File: config.mk
export PLATFORM = sky130hd
export DESIGN_NAME = addsub_seq_ctrl
export DESIGN_NICKNAME = d
export VERILOG_FILES = /design/src/rtl/addsub_seq_ctrl_pkg.sv /design/src/rtl/addsub_seq_ctrl_nibble_addsub.sv /design/src/rtl/addsub_seq_ctrl.sv
export SDC_FILE = /design/constraint.sdc
export NUM_CORES = 1
export LEC_CHECK = 0
export ABC_AREA = 0
export ABC_CLOCK_PERIOD_IN_PS = 4300
export CORE_ASPECT_RATIO = 0.5
export CORE_MARGIN = 5
export CORE_UTILIZATION = 51
export CTS_CLUSTER_SIZE = 20
export DETAILED_ROUTE_END_ITERATION = 10
export PLACE_DENSITY = 0.85
export SKIP_LAST_GASP = 1
export SLEW_MARGIN = 20
export SYNTH_ARGS = -nofsm -noshare
export SYNTH_HDL_FRONTEND = slang
export SYNTH_SLANG_ARGS = --single-unit
File: constraint.sdc
create_clock -name clk -period 4.3 [get_ports clk]
set_clock_uncertainty 0.2 [all_clocks]
set_input_delay 0.86 -clock clk [delete_from_list [all_inputs] [get_ports clk]]
set_output_delay 0.86 -clock clk [all_outputs]
set_load 0.02 [all_outputs]
File: src/rtl/addsub_seq_ctrl_pkg.sv
// Shared types and constants for the nibble-serial add/subtract controller.
package addsub_seq_ctrl_pkg;

    localparam int NIB_W = 4;

    typedef enum logic [1:0] {
        IDLE = 2'd0,
        RUN  = 2'd1,
        DONE = 2'd2
    } state_t;

endpackage

File: src/rtl/addsub_seq_ctrl_nibble_addsub.sv
// One 4-bit add/subtract slice; B is inverted when m is set so that cin = 1
// completes the two's complement on the first nibble.
module nibble_addsub
    import addsub_seq_ctrl_pkg::*;
(
    input  logic [NIB_W-1:0] a4,
    input  logic [NIB_W-1:0] b4,
    input  logic             m,
    input  logic             cin,
    output logic [NIB_W-1:0] s4,
    output logic             cout,
    output logic             c3
);

    logic [NIB_W-1:0] bx;
    logic [NIB_W-1:0] low;
    logic [1:0]       top;

    assign bx = b4 ^ {NIB_W{m}};

    // Split at bit 3 so the carry into the MSB is visible for overflow detection.
    assign low  = {1'b0, a4[NIB_W-2:0]} + {1'b0, bx[NIB_W-2:0]} + {{(NIB_W-1){1'b0}}, cin};
    assign c3   = low[NIB_W-1];
    assign top  = {1'b0, a4[NIB_W-1]} + {1'b0, bx[NIB_W-1]} + {1'b0, c3};
    assign s4   = {top[0], low[NIB_W-2:0]};
    assign cout = top[1];

endmodule

File: src/rtl/addsub_seq_ctrl.sv
// Nibble-serial W-bit adder/subtractor with valid/ready handshakes on both sides.
module addsub_seq_ctrl
    import addsub_seq_ctrl_pkg::*;
#(
    parameter int N_NIB = 4
) (
    input  logic                   clk,
    input  logic                   rst,
    input  logic                   in_valid,
    output logic                   in_ready,
    input  logic [NIB_W*N_NIB-1:0] a,
    input  logic [NIB_W*N_NIB-1:0] b,
    input  logic                   m,
    output logic                   out_valid,
    input  logic                   out_ready,
    output logic [NIB_W*N_NIB-1:0] s,
    output logic                   c,
    output logic                   v,
    output logic                   busy
);

    // One extra counter bit lets the count reach N_NIB without wrapping.
    localparam int CNT_W = $clog2(N_NIB + 1);
    localparam int IDX_W = (N_NIB > 1) ? $clog2(N_NIB) : 1;

    state_t state_q, state_d;

    logic [N_NIB-1:0][NIB_W-1:0] opA_q, opA_d;
    logic [N_NIB-1:0][NIB_W-1:0] opB_q, opB_d;
    logic [N_NIB-1:0][NIB_W-1:0] res_q, res_d;
    logic                        mode_q, mode_d;
    logic                        carry_q, carry_d;
    logic                        cOut_q, cOut_d;
    logic                        vOut_q, vOut_d;
    logic [CNT_W-1:0]            cnt_q, cnt_d;

    logic [IDX_W-1:0] nibIdx;
    logic             lastNib;
    logic [NIB_W-1:0] nibSum;
    logic             nibCout;
    logic             nibC3;

    assign nibIdx  = cnt_q[IDX_W-1:0];
    assign lastNib = (cnt_q == CNT_W'(N_NIB - 1));

    nibble_addsub u_nibble (
        .a4   (opA_q[nibIdx]),
        .b4   (opB_q[nibIdx]),
        .m    (mode_q),
        .cin  (carry_q),
        .s4   (nibSum),
        .cout (nibCout),
        .c3   (nibC3)
    );

    always_ff @(posedge clk) begin
        if (rst) begin
            state_q <= IDLE;
        end else begin
            state_q <= state_d;
        end
    end

    always_comb begin
        state_d = state_q;
        case (state_q)
            IDLE:    if (in_valid)  state_d = RUN;
            RUN:     if (lastNib)   state_d = DONE;
            DONE:    if (out_ready) state_d = IDLE;
            default:                state_d = IDLE;
        endcase
    end

    always_comb begin
        in_ready  = (state_q == IDLE);
        out_valid = (state_q == DONE);
        busy      = (state_q == RUN) || (state_q == DONE);
    end

    always_ff @(posedge clk) begin
        if (rst) begin
            opA_q   <= '0;
            opB_q   <= '0;
            res_q   <= '0;
            mode_q  <= 1'b0;
            carry_q <= 1'b0;
            cOut_q  <= 1'b0;
            vOut_q  <= 1'b0;
            cnt_q   <= '0;
        end else begin
            opA_q   <= opA_d;
            opB_q   <= opB_d;
            res_q   <= res_d;
            mode_q  <= mode_d;
            carry_q <= carry_d;
            cOut_q  <= cOut_d;
            vOut_q  <= vOut_d;
            cnt_q   <= cnt_d;
        end
    end

    // Operands are captured once on accept, so input changes mid-operation are invisible.
    always_comb begin
        opA_d   = opA_q;
        opB_d   = opB_q;
        res_d   = res_q;
        mode_d  = mode_q;
        carry_d = carry_q;
        cOut_d  = cOut_q;
        vOut_d  = vOut_q;
        cnt_d   = cnt_q;
        case (state_q)
            IDLE: begin
                if (in_valid) begin
                    opA_d   = a;
                    opB_d   = b;
                    mode_d  = m;
                    res_d   = '0;
                    carry_d = m;
                    cOut_d  = 1'b0;
                    vOut_d  = 1'b0;
                    cnt_d   = '0;
                end
            end
            RUN: begin
                res_d[nibIdx] = nibSum;
                carry_d       = nibCout;
                cnt_d         = cnt_q + CNT_W'(1);
                if (lastNib) begin
                    cOut_d = nibCout;
                    vOut_d = nibC3 ^ nibCout;
                end
            end
            default: ;
        endcase
    end

    assign s = res_q;
    assign c = cOut_q;
    assign v = vOut_q;

endmodule

== Word-level counts from Yosys, hierarchy flattened ==
Cells that the tools add are included.
Cells by class
  reductions and logical operators: 8
  bitwise gates (word level): 2
  add/sub/neg operators: 5
  $lt $le $gt $ge: 2
  mux-type cells: 22
  equal/unequal tests: 6
Operators with widths (number)
  $pmux W16 S2: 1
  $bmux W4 S2: 2
  $bwmux W16: 1
  $mux W16: 1
  $mux W4: 3
  $demux W4 S2: 1
  $mux W2: 3
  $pmux W1 S2: 3
  $pmux W2 S3: 1
  $pmux W3 S2: 1
  $reduce_and A3 Y1: 2
  $add A3 B3 Y4: 1
  $add A4 B1 Y4: 1
  $mux W1: 4
  $ne A2 B2 Y1 const B: 2
  $reduce_and A2 Y1: 2
  $xor A4 B4 Y4: 1
  $add A3 B1 Y3 const B: 1
  $eq A3 B2 Y1 const B: 1
  $lt A2 B3 Y1 const B: 1
  $mux W3: 1
  $add A1 B1 Y2: 1
  $add A2 B1 Y2: 1
  $eq A2 B1 Y1 const B: 1
  8 further kinds: 8
Word-level totals
  bits in registers: 57
  logic and storage cells: 63
  output and inout port bits: 21

== Longest topological paths before layout ==
  depth after elaboration: 9
  mapped depth: 10

== Hierarchy ==
A second synthesis with hierarchy kept.
Second synthesis, totals
  cells, all modules: 300
  area, all modules: 2691.3 um2
By module, submodules not included
  addsub_seq_ctrl: area each 2548.7 um2, cells each 287, seq. area each 1141.1 um2, times used 1
  nibble_addsub: area each 142.6 um2, cells each 13, seq. area each 0.0 um2, times used 1

== Worst setup path before layout ==
No wires, ideal clock.
  kind: flip-flop to flip-flop
  from: register cnt_q[1]
  to: register carry_q
  stages on the path, launching flop included: 11
  setup time: 0.124 ns
  required time: 3.976 ns
  data arrival time: 2.952 ns
  setup slack: 1.024 ns
  period minus slack after synthesis: 3.276 ns
  path buffers: 1
  cells stage by stage: dfxtp_1 buf_6 mux4_2 xor2_1 ha_1 and3b_1 or2_2 fa_1 mux2_2 o221ai_1 a31oi_1
On the way
  word-level cells in the longest chain between the ends: 7
  elaborated cells between the ends (all ways): 10
  those cells by class: 4 x add/sub; 5 x mux; 1 x bitwise
RTL lines
  start, declared: RTL line addsub_seq_ctrl.sv:35  | logic [CNT_W-1:0] cnt_q, cnt_d;
  start signal, assigned: RTL line addsub_seq_ctrl.sv:98  | cnt_q <= cnt_d;
  $bmux W4 S2: RTL line addsub_seq_ctrl.sv:48  | .b4 (opB_q[nibIdx]),
  $mux W4 (not written as such): RTL line addsub_seq_ctrl.sv:48
  $xor A4 B4 Y4: RTL line addsub_seq_ctrl_nibble_addsub.sv:19  | assign bx = b4 ^ {NIB_W{m}};
  $add A3 B3 Y4: RTL line addsub_seq_ctrl_nibble_addsub.sv:22  | assign low = {1'b0, a4[NIB_W-2:0]} + {1'b0, bx[NIB_W-2:0]} + {{(NIB_W-1){1'b0}}, cin};
  $add A4 B1 Y4: RTL line addsub_seq_ctrl_nibble_addsub.sv:22
  $add A2 B1 Y2 *: RTL line addsub_seq_ctrl_nibble_addsub.sv:24  | assign top = {1'b0, a4[NIB_W-1]} + {1'b0, bx[NIB_W-1]} + {1'b0, c3};
  $pmux W1 S2 *: RTL line addsub_seq_ctrl.sv:112  | case (state_q)
  end signal, assigned: RTL line addsub_seq_ctrl.sv:95  | carry_q <= carry_d;
  end, declared: RTL line addsub_seq_ctrl.sv:32  | logic carry_q, carry_d;
Every way passes the cells marked *; elsewhere a longest branch is shown, timed or not. The select of a mux whose other input is x is not followed.
A chain may end at the register's enable or synchronous reset.

== Worst setup path after layout ==
Same ends and word-level chain as after synthesis.

==> results by group <==
Power and ir drop
  – Peak VDD IR: approximately 0.00022 V
  – Power Density: 376 nW/um2
  – Leak Pwr: 1.24 nW

Synthesis
  – Most area-hungry cell type in the Yosys netlist: dfxtp_1
  – Syn nets: 362
  – Synth area leaders: dfxtp_1, a21oi_1, nand2_1, mux4_2, ha_1
  – Post-synth EDFFs: 0
  – Post-Synthesis Cell Area: between 2000 and 3000 um2
  – Mean post-synth cell area: 8.74 um2
  – Synth top cells by count: nand2_1, dfxtp_1, a21oi_1, o21ai_0, nand4_1
  – Count of different cell masters after synthesis: 37
  – Register area share after synthesis: 41.8%
  – Ys async rst share: 0%
  – Ys Warns: 0
  – Yosys reg bits: 57
  – Count leader, synth: nand2_1
  – Area share of the largest cell type after synthesis: 41.8%
  – Most used DFF post-synth: dfxtp_1
  – Cell count after synthesis: 312

Clock network
  – Post-CTS Hold Fix Bufs: 0
  – Clock latency on the worst-skew pair: 340 ps
  – H-tree depth: 3
  – PostCTS Resize Cnt: 0
  – CTS Buffer Depth: 2
  – CTS Sinks: 57
  – Worst-path clk slew: 60 ps
  – CTS tree: built
  – Number of CTS-inserted buffers: 9
  – Post-CTS Setup Inserts: 0
  – Clk root buf: clkbuf_8

Final layout
  – Final nets: 406
  – Ant. Diodes: 0
  – Layout cell share with drive strength beyond 1: 8.03%
  – Finished Core Util: 68.6%
  – Area growth syn-to-layout: 26.9%

Worst setup path
  – CP Data Required Time: 4290 ps
  – CP max FO: 12
  – Critical path type: reg -> reg
  – CP endpoint kind: register
  – Crit path DAT: 3740 ps
  – Slowest Stage Delay on Critical Path: 670 ps
  – CP startpoint: cnt_q[1]
  – Critical-path cell list: mux4_2 > xor2_1 > ha_1 > and3b_1 > or2_2 > fa_1 > mux2_2 > o221ai_1 > a31oi_1
  – Critical R2R Launch: cnt_q[1]
  – Slowest cell on crit path: dfxtp_1
  – Crit path launch type: register

Run
  – Max-cap viol count: 0

Timing
  – Setup slack after layout: 549 ps
  – Worst relative slew slack: 31.5%
  – TNS Setup: 0 ps
  – Min Clock Period, post-route: 3750 ps
  – RSZ-0062 raised after global routing: false
  – Fin crit share: 87.2%
  – Hold Vio Cnt, Final: 0
  – Setup violators final: 0
  – Worst slew pin tran: 1020 ps
  – Max Clock Freq: 267 MHz
  – Slew Limit Fails: 0
  – Hold Slack: 256 ps

Route
  – DR WL/cell: approximately 16 um
  – Initial DRC count: ~130
  – Routed vias: ~2,400
  – DRC viols: 0
  – DRT Pass-1 Iters: 5
  – Final wirelength: between 6000 and 7000 um
  – Number of nets with antenna violations after routing: 0
  – Vias per Instance: 5.64

Global routing
  – Tot GR Track Use: 20.8%
  – Vias in the first global route: 2,436
  – First-pass GRT wire length: 11,400 um
  – Pin count of the biggest net entering global routing: 56
  – Total grt overflow: 0
  – Initial antenna violation count: 0

Hold path
  – Hold Path Class: reg -> reg
  – Min-delay src: opA_q[13]

Placed design
  – Gpl congestion: slightly above 0.8
  – Post-place setup slack: 630 ps
  – Port Buf Inserts: 57
  – HPWL after detailed placement: 4490 um

Floorplan
  – Die Y: approximately 62 um
  – Rows: 18
  – Die Width: 113 um
  – IO Count: 58
  – Core area: 5040 um2
  – Die footprint: around 7000 um2
  – Initial core utilization: a little over half

Run status
  – Status: complete, no violations
-- cell families after synthesis --
kind of cell	count (synthesis)	share of synthesized area [%]
AO/OA/AOI/OAI	83	16.5
XOR/XNOR	5	1.61
adder cells (fa/ha/maj)	13	6.79
buffers and inverters	34	6.15
flip-flops	57	41.8
multiplexers	10	7.84
AND/OR/NAND/NOR	110	19.3
-- critical path, delay by kind of cell, from the launching register on --
family | cells | cell delay (ps)
and+or+nand+nor | 2 | 540
xor gates and xnor gates | 1 | 170
adders and majority gates | 2 | 890
muxes | 2 | 890
AOI/OAI and AO/OA | 2 | 250
DFF | 1 | 670
-- metal layers --
metal	track usage, %	up-vias	share of wire [%]
li1	-	1173	-
met1	23.9	1160	41
met3	5.90	14	5.7
met4	9.59	0	2.3
met2	37.6	83	51
met5	0	-	0
-- stage by stage --
| stage | cell area (um2) | power (mW) | instances |
|---|---|---|---|
| final | 3460 | 1.30 | 431 |
| after global routing | 3460 | 1.35 | 431 |
| after CTS | 3460 | 1.31 | 431 |
| after detailed placement | 3250 | 0.788 | 415 |
| after global placement | 3250 | 0.777 | 415 |
| after floorplan | 2730 | 0.719 | 312 |
-- worst paths after layout --
check | endpoint | slack [ps] | cells after the start
hold reg to reg | opA_q[13] | 260 | 2
setup reg to reg | carry_q | 550 | 9
hold / removal | opA_q[13] | 260 | 2
setup / recovery | carry_q | 550 | 9
-- power by group --
part	internal, mW	switching, mW	leakage, nW
Clock	0.315	0.205	0.107
Combinational	0.0955	0.115	0.671
Sequential	0.553	0.0192	0.465
Total	0.963	0.339	1.24
-- layout by cell type, fill, tap and decap left out, types with 7 or more instances in the layout --
cell             Yosys  layout
clkdlybuf4s50_1      0      56
ha_1                10       9
mux4_2               8       8
dfxtp_1             57      57
inv_1                9       9
nor2b_1              7       7
clkbuf_8             0      12
o21ai_0             18      18
a21oi_1             52      52
nand4b_1             9       9
nand2_1             69      69
nand4_1             11      11
-- state kept, by name, summed over array words and instances (netlist names) --
register and cells:
c 1, opB_q 16, opA_q 16, v 1
mode_q 1, state_q 2, cnt_q 3, carry_q 1
s 16
-- final cells by class --
type	count	area (um2)
fillers	384	1580
multi-input cells	221	1420
flip-flops and latches	57	1140
repair buffers	57	566
clock buffers	14	173
well taps	70	87.6
inverters	10	37.5
clock inverters	2	35.0
(Power assumes the default switching activity.)
